$ cat src/rtl/fault_pkg.sv
// Shared types for the fault detection slice: FSM states, fault cause codes,
// and the width of the consecutive-mismatch streak counter.
package fault_pkg;

  localparam int STREAK_W = 4;

  typedef enum logic [1:0] {
    ST_MONITOR = 2'd0,
    ST_SUSPECT = 2'd1,
    ST_FAULT   = 2'd2
  } state_e;

  typedef enum logic [1:0] {
    FC_NONE     = 2'd0,
    FC_LOCKSTEP = 2'd1,
    FC_PARITY   = 2'd2,
    FC_WDOG     = 2'd3
  } fcode_e;

endpackage

$ cat src/rtl/fault_detect_unit_if.sv
// Commit-compare, error-strobe and clear-handshake bundle of the fault monitor.
// master drives the checked streams and clear_req; slave is the monitor.
interface fault_detect_unit_if #(
  parameter int DATA_W = 32,
  parameter int CNT_W  = 8
);

  logic              chk_valid;
  logic [DATA_W-1:0] pc_a;
  logic [DATA_W-1:0] pc_b;
  logic [DATA_W-1:0] res_a;
  logic [DATA_W-1:0] res_b;
  logic              par_err;
  logic              heartbeat;
  logic              wdog_en;
  logic              clear_req;
  logic              clear_ack;
  logic              fault_detected;
  logic [1:0]        fault_code;
  logic [CNT_W-1:0]  event_count;

  modport master (
    output chk_valid, pc_a, pc_b, res_a, res_b, par_err, heartbeat, wdog_en, clear_req,
    input  clear_ack, fault_detected, fault_code, event_count
  );

  modport slave (
    input  chk_valid, pc_a, pc_b, res_a, res_b, par_err, heartbeat, wdog_en, clear_req,
    output clear_ack, fault_detected, fault_code, event_count
  );

endinterface

$ cat src/rtl/fault_watchdog.sv
// Retire-heartbeat watchdog: counts idle cycles, expire is registered and stays
// high once the count saturates at WDOG_CYCLES-1; freeze holds, clear zeroes.
module fault_watchdog #(
  parameter int WDOG_CYCLES = 1024
) (
  input  logic clk,
  input  logic reset_n,
  input  logic en,
  input  logic heartbeat,
  input  logic freeze,
  input  logic clear,
  output logic expire
);

  localparam int CW = $clog2(WDOG_CYCLES);
  localparam logic [CW-1:0] LIMIT = CW'(WDOG_CYCLES - 1);

  logic [CW-1:0] cnt;

  // heartbeat is checked before the limit so it wins over a same-cycle expiry
  always_ff @(posedge clk or negedge reset_n) begin
    if (!reset_n) begin
      cnt    <= '0;
      expire <= 1'b0;
    end else if (clear || !en) begin
      cnt    <= '0;
      expire <= 1'b0;
    end else if (freeze) begin
      expire <= 1'b0;
    end else if (heartbeat) begin
      cnt    <= '0;
      expire <= 1'b0;
    end else begin
      expire <= (cnt == LIMIT);
      if (cnt != LIMIT) cnt <= cnt + 1'b1;
    end
  end

endmodule

$ cat src/rtl/fault_detect_unit.sv
// Lockstep/parity/watchdog fault monitor with sticky fault flag and req/ack clear.
// Every cause registers once, then moves the FSM one edge later (2-edge latency).
module fault_detect_unit
  import fault_pkg::*;
#(
  parameter int DATA_W          = 32,
  parameter int MISMATCH_THRESH = 3,
  parameter int WDOG_CYCLES     = 1024,
  parameter int CNT_W           = 8
) (
  input logic clk,
  input logic reset_n,
  fault_detect_unit_if.slave bus
);

  localparam logic [1:0] S_MONITOR = ST_MONITOR;
  localparam logic [1:0] S_SUSPECT = ST_SUSPECT;
  localparam logic [1:0] S_FAULT   = ST_FAULT;

  logic [DATA_W-1:0]   pc_diff, res_diff;
  logic                mismatch;
  logic                mm_q, ok_q, par_q, wdog_q;
  logic                req_q, req_d, fire, clr_fault;
  logic [1:0]          state;
  logic [STREAK_W-1:0] streak, streak_inc;
  logic                fault_q, ack_q, enter;
  logic [1:0]          code_q;
  fcode_e              cause;
  logic [CNT_W-1:0]    count_q;

  assign pc_diff    = bus.pc_a ^ bus.pc_b;
  assign res_diff   = bus.res_a ^ bus.res_b;
  assign mismatch   = (|pc_diff) | (|res_diff);
  assign fire       = req_q & ~req_d;
  assign clr_fault  = fire && (state == S_FAULT);
  assign streak_inc = streak + 1'b1;

  fault_watchdog #(.WDOG_CYCLES(WDOG_CYCLES)) u_wdog (
    .clk       (clk),
    .reset_n   (reset_n),
    .en        (bus.wdog_en),
    .heartbeat (bus.heartbeat),
    .freeze    (state == S_FAULT),
    .clear     (clr_fault),
    .expire    (wdog_q)
  );

  always_ff @(posedge clk or negedge reset_n) begin
    if (!reset_n) begin
      mm_q  <= 1'b0;
      ok_q  <= 1'b0;
      par_q <= 1'b0;
    end else if (clr_fault) begin
      mm_q  <= 1'b0;
      ok_q  <= 1'b0;
      par_q <= 1'b0;
    end else begin
      mm_q  <= bus.chk_valid & mismatch;
      ok_q  <= bus.chk_valid & ~mismatch;
      par_q <= bus.par_err;
    end
  end

  // clear_req is a level; only its first sampled-high cycle is acknowledged
  always_ff @(posedge clk or negedge reset_n) begin
    if (!reset_n) begin
      req_q <= 1'b0;
      req_d <= 1'b0;
      ack_q <= 1'b0;
    end else begin
      req_q <= bus.clear_req;
      req_d <= req_q;
      ack_q <= fire;
    end
  end

  always_comb begin
    enter = 1'b0;
    cause = FC_NONE;
    if (state != S_FAULT) begin
      if (par_q) begin
        enter = 1'b1;
        cause = FC_PARITY;
      end else if (wdog_q) begin
        enter = 1'b1;
        cause = FC_WDOG;
      end else if (mm_q && (streak_inc == STREAK_W'(MISMATCH_THRESH))) begin
        enter = 1'b1;
        cause = FC_LOCKSTEP;
      end
    end
  end

  always_ff @(posedge clk or negedge reset_n) begin
    if (!reset_n) begin
      state   <= S_MONITOR;
      streak  <= '0;
      fault_q <= 1'b0;
      code_q  <= FC_NONE;
      count_q <= '0;
    end else if (clr_fault) begin
      state   <= S_MONITOR;
      streak  <= '0;
      fault_q <= 1'b0;
      code_q  <= FC_NONE;
    end else if (enter) begin
      state   <= S_FAULT;
      fault_q <= 1'b1;
      code_q  <= cause;
      if (count_q != {CNT_W{1'b1}}) count_q <= count_q + 1'b1;
    end else if (state != S_FAULT) begin
      if (mm_q) begin
        state  <= S_SUSPECT;
        streak <= streak_inc;
      end else if (ok_q) begin
        state  <= S_MONITOR;
        streak <= '0;
      end
    end
  end

  assign bus.clear_ack      = ack_q;
  assign bus.fault_detected = fault_q;
  assign bus.fault_code     = code_q;
  assign bus.event_count    = count_q;

endmodule

$ cat src/flat_wrapper.sv
// flat-port wrapper written by rule: the top's interface ports become plain ports
module fault_detect_unit_flat import fault_pkg::*;
#(
  parameter int DATA_W          = 32,
  parameter int MISMATCH_THRESH = 3,
  parameter int WDOG_CYCLES     = 1024,
  parameter int CNT_W           = 8
)
  (clk, reset_n, bus_chk_valid, bus_pc_a, bus_pc_b, bus_res_a, bus_res_b, bus_par_err, bus_heartbeat, bus_wdog_en, bus_clear_req, bus_clear_ack, bus_fault_detected, bus_fault_code, bus_event_count);
  fault_detect_unit_if #(.DATA_W(DATA_W), .CNT_W(CNT_W)) bus_i ();
  input logic clk;
  input logic reset_n;
  input wire logic [$bits(bus_i.chk_valid)-1:0] bus_chk_valid;
  input wire logic [$bits(bus_i.pc_a)-1:0] bus_pc_a;
  input wire logic [$bits(bus_i.pc_b)-1:0] bus_pc_b;
  input wire logic [$bits(bus_i.res_a)-1:0] bus_res_a;
  input wire logic [$bits(bus_i.res_b)-1:0] bus_res_b;
  input wire logic [$bits(bus_i.par_err)-1:0] bus_par_err;
  input wire logic [$bits(bus_i.heartbeat)-1:0] bus_heartbeat;
  input wire logic [$bits(bus_i.wdog_en)-1:0] bus_wdog_en;
  input wire logic [$bits(bus_i.clear_req)-1:0] bus_clear_req;
  output wire logic [$bits(bus_i.clear_ack)-1:0] bus_clear_ack;
  output wire logic [$bits(bus_i.fault_detected)-1:0] bus_fault_detected;
  output wire logic [$bits(bus_i.fault_code)-1:0] bus_fault_code;
  output wire logic [$bits(bus_i.event_count)-1:0] bus_event_count;
  assign bus_i.chk_valid = bus_chk_valid;
  assign bus_i.pc_a = bus_pc_a;
  assign bus_i.pc_b = bus_pc_b;
  assign bus_i.res_a = bus_res_a;
  assign bus_i.res_b = bus_res_b;
  assign bus_i.par_err = bus_par_err;
  assign bus_i.heartbeat = bus_heartbeat;
  assign bus_i.wdog_en = bus_wdog_en;
  assign bus_i.clear_req = bus_clear_req;
  assign bus_clear_ack = bus_i.clear_ack;
  assign bus_fault_detected = bus_i.fault_detected;
  assign bus_fault_code = bus_i.fault_code;
  assign bus_event_count = bus_i.event_count;
  fault_detect_unit #(.DATA_W(DATA_W), .MISMATCH_THRESH(MISMATCH_THRESH), .WDOG_CYCLES(WDOG_CYCLES), .CNT_W(CNT_W)) u_core (.clk(clk), .reset_n(reset_n), .bus(bus_i));
endmodule
$ cat config.mk
export PLATFORM = sky130hd
export DESIGN_NAME = fault_detect_unit_flat
export DESIGN_NICKNAME = d
export VERILOG_FILES = /design/src/rtl/fault_pkg.sv /design/src/rtl/fault_detect_unit_if.sv /design/src/rtl/fault_watchdog.sv /design/src/rtl/fault_detect_unit.sv /design/src/flat_wrapper.sv
export SDC_FILE = /design/constraint.sdc
export NUM_CORES = 1
export LEC_CHECK = 0
export ABC_CLOCK_PERIOD_IN_PS = 3000
export CORE_MARGIN = 2
export CORE_UTILIZATION = 41
export DETAILED_ROUTE_END_ITERATION = 12
export PLACE_DENSITY = 0.85
export SLEW_MARGIN = 20
export SYNTH_ARGS = -nofsm -noshare
export SYNTH_HDL_FRONTEND = slang
export SYNTH_SLANG_ARGS = --single-unit
$ cat constraint.sdc
create_clock -name clk -period 3 [get_ports clk]
set_input_delay 0.6 -clock clk [delete_from_list [all_inputs] [get_ports clk]]
set_output_delay 0.6 -clock clk [all_outputs]
set_load 0.02 [all_outputs]
==> out/qor.yml <==
die:
  ios: 147
  die_area_mm2: 0.00655
  die_h_um: 80.9
  die_w_um: 80.9
  core-area_mm2: 0.00582
  start_util: 0.417
  rows: 28
clock_network:
  tritoncts: "yes"
  ctsHoldBuffers: 0
  cts.path.max_buffers: 2
  cts_resized: 0
  cts_setup_buffers: 0
  cts_sinks: 34
  clkLatencyLatePin_ps: 290
  cts-root-buf: "clkbuf_8"
  cts_buffers: 5
  clkTransAtPathRegs_ps: 60
  htreeDepth: 2
sta:
  slew_headroom: 0.462
  fin_crit_ps: 2200
  worst_pin_slew_ps: 802
  clock_skew_ps: 8.53
  fin_crit_sh: 0.734
  setup_viol: 0
  holdWs_ps: 415
  slew_viol_final: 0
  fmax_mhz: 454
  finalHoldViolations: 0
  tns_ps: 0
  grt_setup_unrepaired: "no"
synthesis:
  syn_area_mm2: 0.00243
  avgSynthCellArea_um2: 9.44
  synth_warnings: 0
  synthFlopType: "dfrtp_1"
  yosys.area.top_type_share: 0.351
  ys_seq_elements: 34
  syn_inst: 257
  yosys.area.top_type: "dfrtp_1"
  synthArstFlopShare: 1.00
  synth.net_count: 396
  synthTopCellsByArea: "dfrtp_1, xnor2_1, nand4_1"
  ys_seq_area_frac: 0.351
  synth_edf_count: 0
  synth.distinct_cells: 42
final_layout:
  filler_cell_count: 451
  fin_nets: 547
  antenna_cells: 0
  drive_gt1_frac: 0.0539
  syn_to_final_growth_pct: 68.4
critical_path:
  startpoint_type: "flip-flop"
  max_stage_delay_ps: 620
  path_cells: "ha_1, xor2_1, a211oi_2, nor3_2, buf_4, nor2_1, o21a_1"
  worstPathMaxFanout: 9
  critPathKind: "flip-flop to flip-flop"
  worst_setup_path_end_kind: "flip-flop"
  crit_required_ps: 3170
  arrival_ps: 2370
  slowest_stage: "nor3_2"
route:
  ant_nets: 0
  via_count: 2502
  drt_iter0_drc: 110
  wl_per_cell_um: 16.2
  drt-pass1-iter-count: 4
  drt_wl_total_um: 7840
  drc_errors: 0
  vias_per_cell: 5.18
power:
  ir_worst_vdd_v: 0.000407
  p_per_area_mw_per_mm2: 463
  p_leak_nw: 1.55
grt:
  grt_max_degree: 35
  grt_pass1_wl_um: 12200
  track_usage: 0.250
  antenna_found_initial: 0
  grt_pass1_vias: 2580
  overflow: 0
flow_run:
  cap_violations: 0
outcome:
  status: "finished, final reports clean"
worst_hold_path:
  hold_path_class: "flip-flop to flip-flop"
placed_design:
  routabilityCongestion: 0.916
  io_buffers: 146
  dp.final_hpwl_um: 6730
final cells by class:
type | instances | area (um2) | share of cell area
repair buffers | 150 | 1490 | 0.365
flip-flops and latches | 34 | 851 | 0.208
clock buffers | 6 | 82.6 | 0.0202
clock inverters | 1 | 30.0 | 0.00735
well taps | 75 | 93.8 | 0.0230
multi-input cells | 212 | 1520 | 0.372
inverters | 5 | 18.8 | 0.00459
layer usage:
layer | part of all wire | vias to the layer above | global-route usage
met4 | 0.020 | 0 | 0.0881
met2 | 0.54 | 100 | 0.471
met3 | 0.057 | 13 | 0.0489
met1 | 0.38 | 1172 | 0.278
li1 | - | 1217 | -
met5 | 0 | - | 0
flip-flops by register name, indices dropped and copies added, names as in the netlist:
name and flops:
u_core.ok_q 1, u_core.streak 4, u_core.state 2, u_core.bus.event_count 8, u_core.req_q 1, u_core.u_wdog.cnt 10
u_core.u_wdog.expire 1, u_core.mm_q 1, u_core.bus.fault_code 2, u_core.par_q 1, u_core.bus.clear_ack 1, u_core.bus.fault_detected 1
u_core.req_d 1
kinds of logic after synthesis:
family,Yosys count,synth area share
muxes,4,0.0175
AOI/OAI and AO/OA,30,0.0841
and+or+nand+nor,104,0.251
adders and majority gates,4,0.0206
buffers and inverters,11,0.0232
DFF,34,0.351
xor gates and xnor gates,70,0.253
worst max-delay path, delay by kind of cell (launching register included):
kind	cells	cell delay, ps
compound gates	2	250
xor+xnor	1	200
fa+ha+maj	1	270
buf+inv	1	250
flops	1	440
simple gates	2	670
placed cells by master (no fill, tap or decap), types with 2 or more instances in the layout:
cell and n:
mux2i_1 2, o21a_1 2, xor2_1 6, or4_1 3, nand4_1 21, nor4_1 6, buf_4 4, ha_1 4
dfrtp_1 34, clkdlybuf4s50_1 146, clkbuf_8 6, mux2_2 2, nor3_1 5, a21oi_1 5, nand3_1 7, or3_1 4
o31ai_1 5, nor2_1 12, nor2b_1 3, and3_1 6, nand2_1 19, and2_1 2, inv_1 5, nor3_2 5
o21ai_0 9, a22o_1 2, nand2b_1 6, xnor2_1 64
synthesized netlist by cell type (2+ instances only):
| library cell | instances |
|---|---|
| o31ai_1 | 5 |
| and2_1 | 2 |
| mux2i_1 | 2 |
| xor2_1 | 6 |
| a22o_1 | 2 |
| nor3_1 | 5 |
| nand2b_1 | 6 |
| nand2_1 | 19 |
| nand3_1 | 7 |
| mux2_2 | 2 |
| or4_1 | 3 |
| buf_2 | 2 |
| xnor2_1 | 64 |
| nor2b_1 | 3 |
| nand4_1 | 21 |
| nor4_1 | 6 |
| or3_1 | 4 |
| inv_1 | 5 |
| a21oi_1 | 5 |
| nor3_2 | 5 |
| o21a_1 | 2 |
| ha_1 | 4 |
| and3_1 | 6 |
| nor2_1 | 12 |
| o21ai_0 | 9 |
| dfrtp_1 | 34 |
final timing paths:
| check | from | endpoint | slack, ps | cells past startpoint |
|---|---|---|---|---|
| worst max-delay path | u_core.streak[0] | u_core.bus.fault_detected | 800 | 7 |
| worst min-delay path | u_core.req_q | u_core.req_d | 410 | 0 |
| worst max register to register | u_core.streak[0] | u_core.bus.fault_detected | 800 | 7 |
| worst min register to register | u_core.req_q | u_core.req_d | 410 | 0 |
| max in group asynchronous | reset_n | u_core.req_d | 1960 | 2 |
| min in group asynchronous | reset_n | u_core.bus.event_count[0] | 720 | 2 |
power by group:
group          internal [mW]  switching [mW]
Combinational          0.442           0.368
Sequential             0.550           0.103
Clock                  0.266           0.161
Total                   1.26           0.633
through the flow:
step | power [mW] | setup WS (ps) | util | std cells | cell area (um2)
finish | 1.89 | 798 | 0.703 | 483 | 4090
global route | 2.01 | 717 | 0.703 | 483 | 4090
CTS | 1.90 | 809 | 0.703 | 483 | 4090
detailed placement | 1.47 | 627 | 0.683 | 476 | 3970
global placement | 1.44 | 649 | 0.683 | 476 | 3970
floorplan | 1.07 | 1020 | - | 257 | 2430
Note: power is estimated with default switching activity, not from simulation.
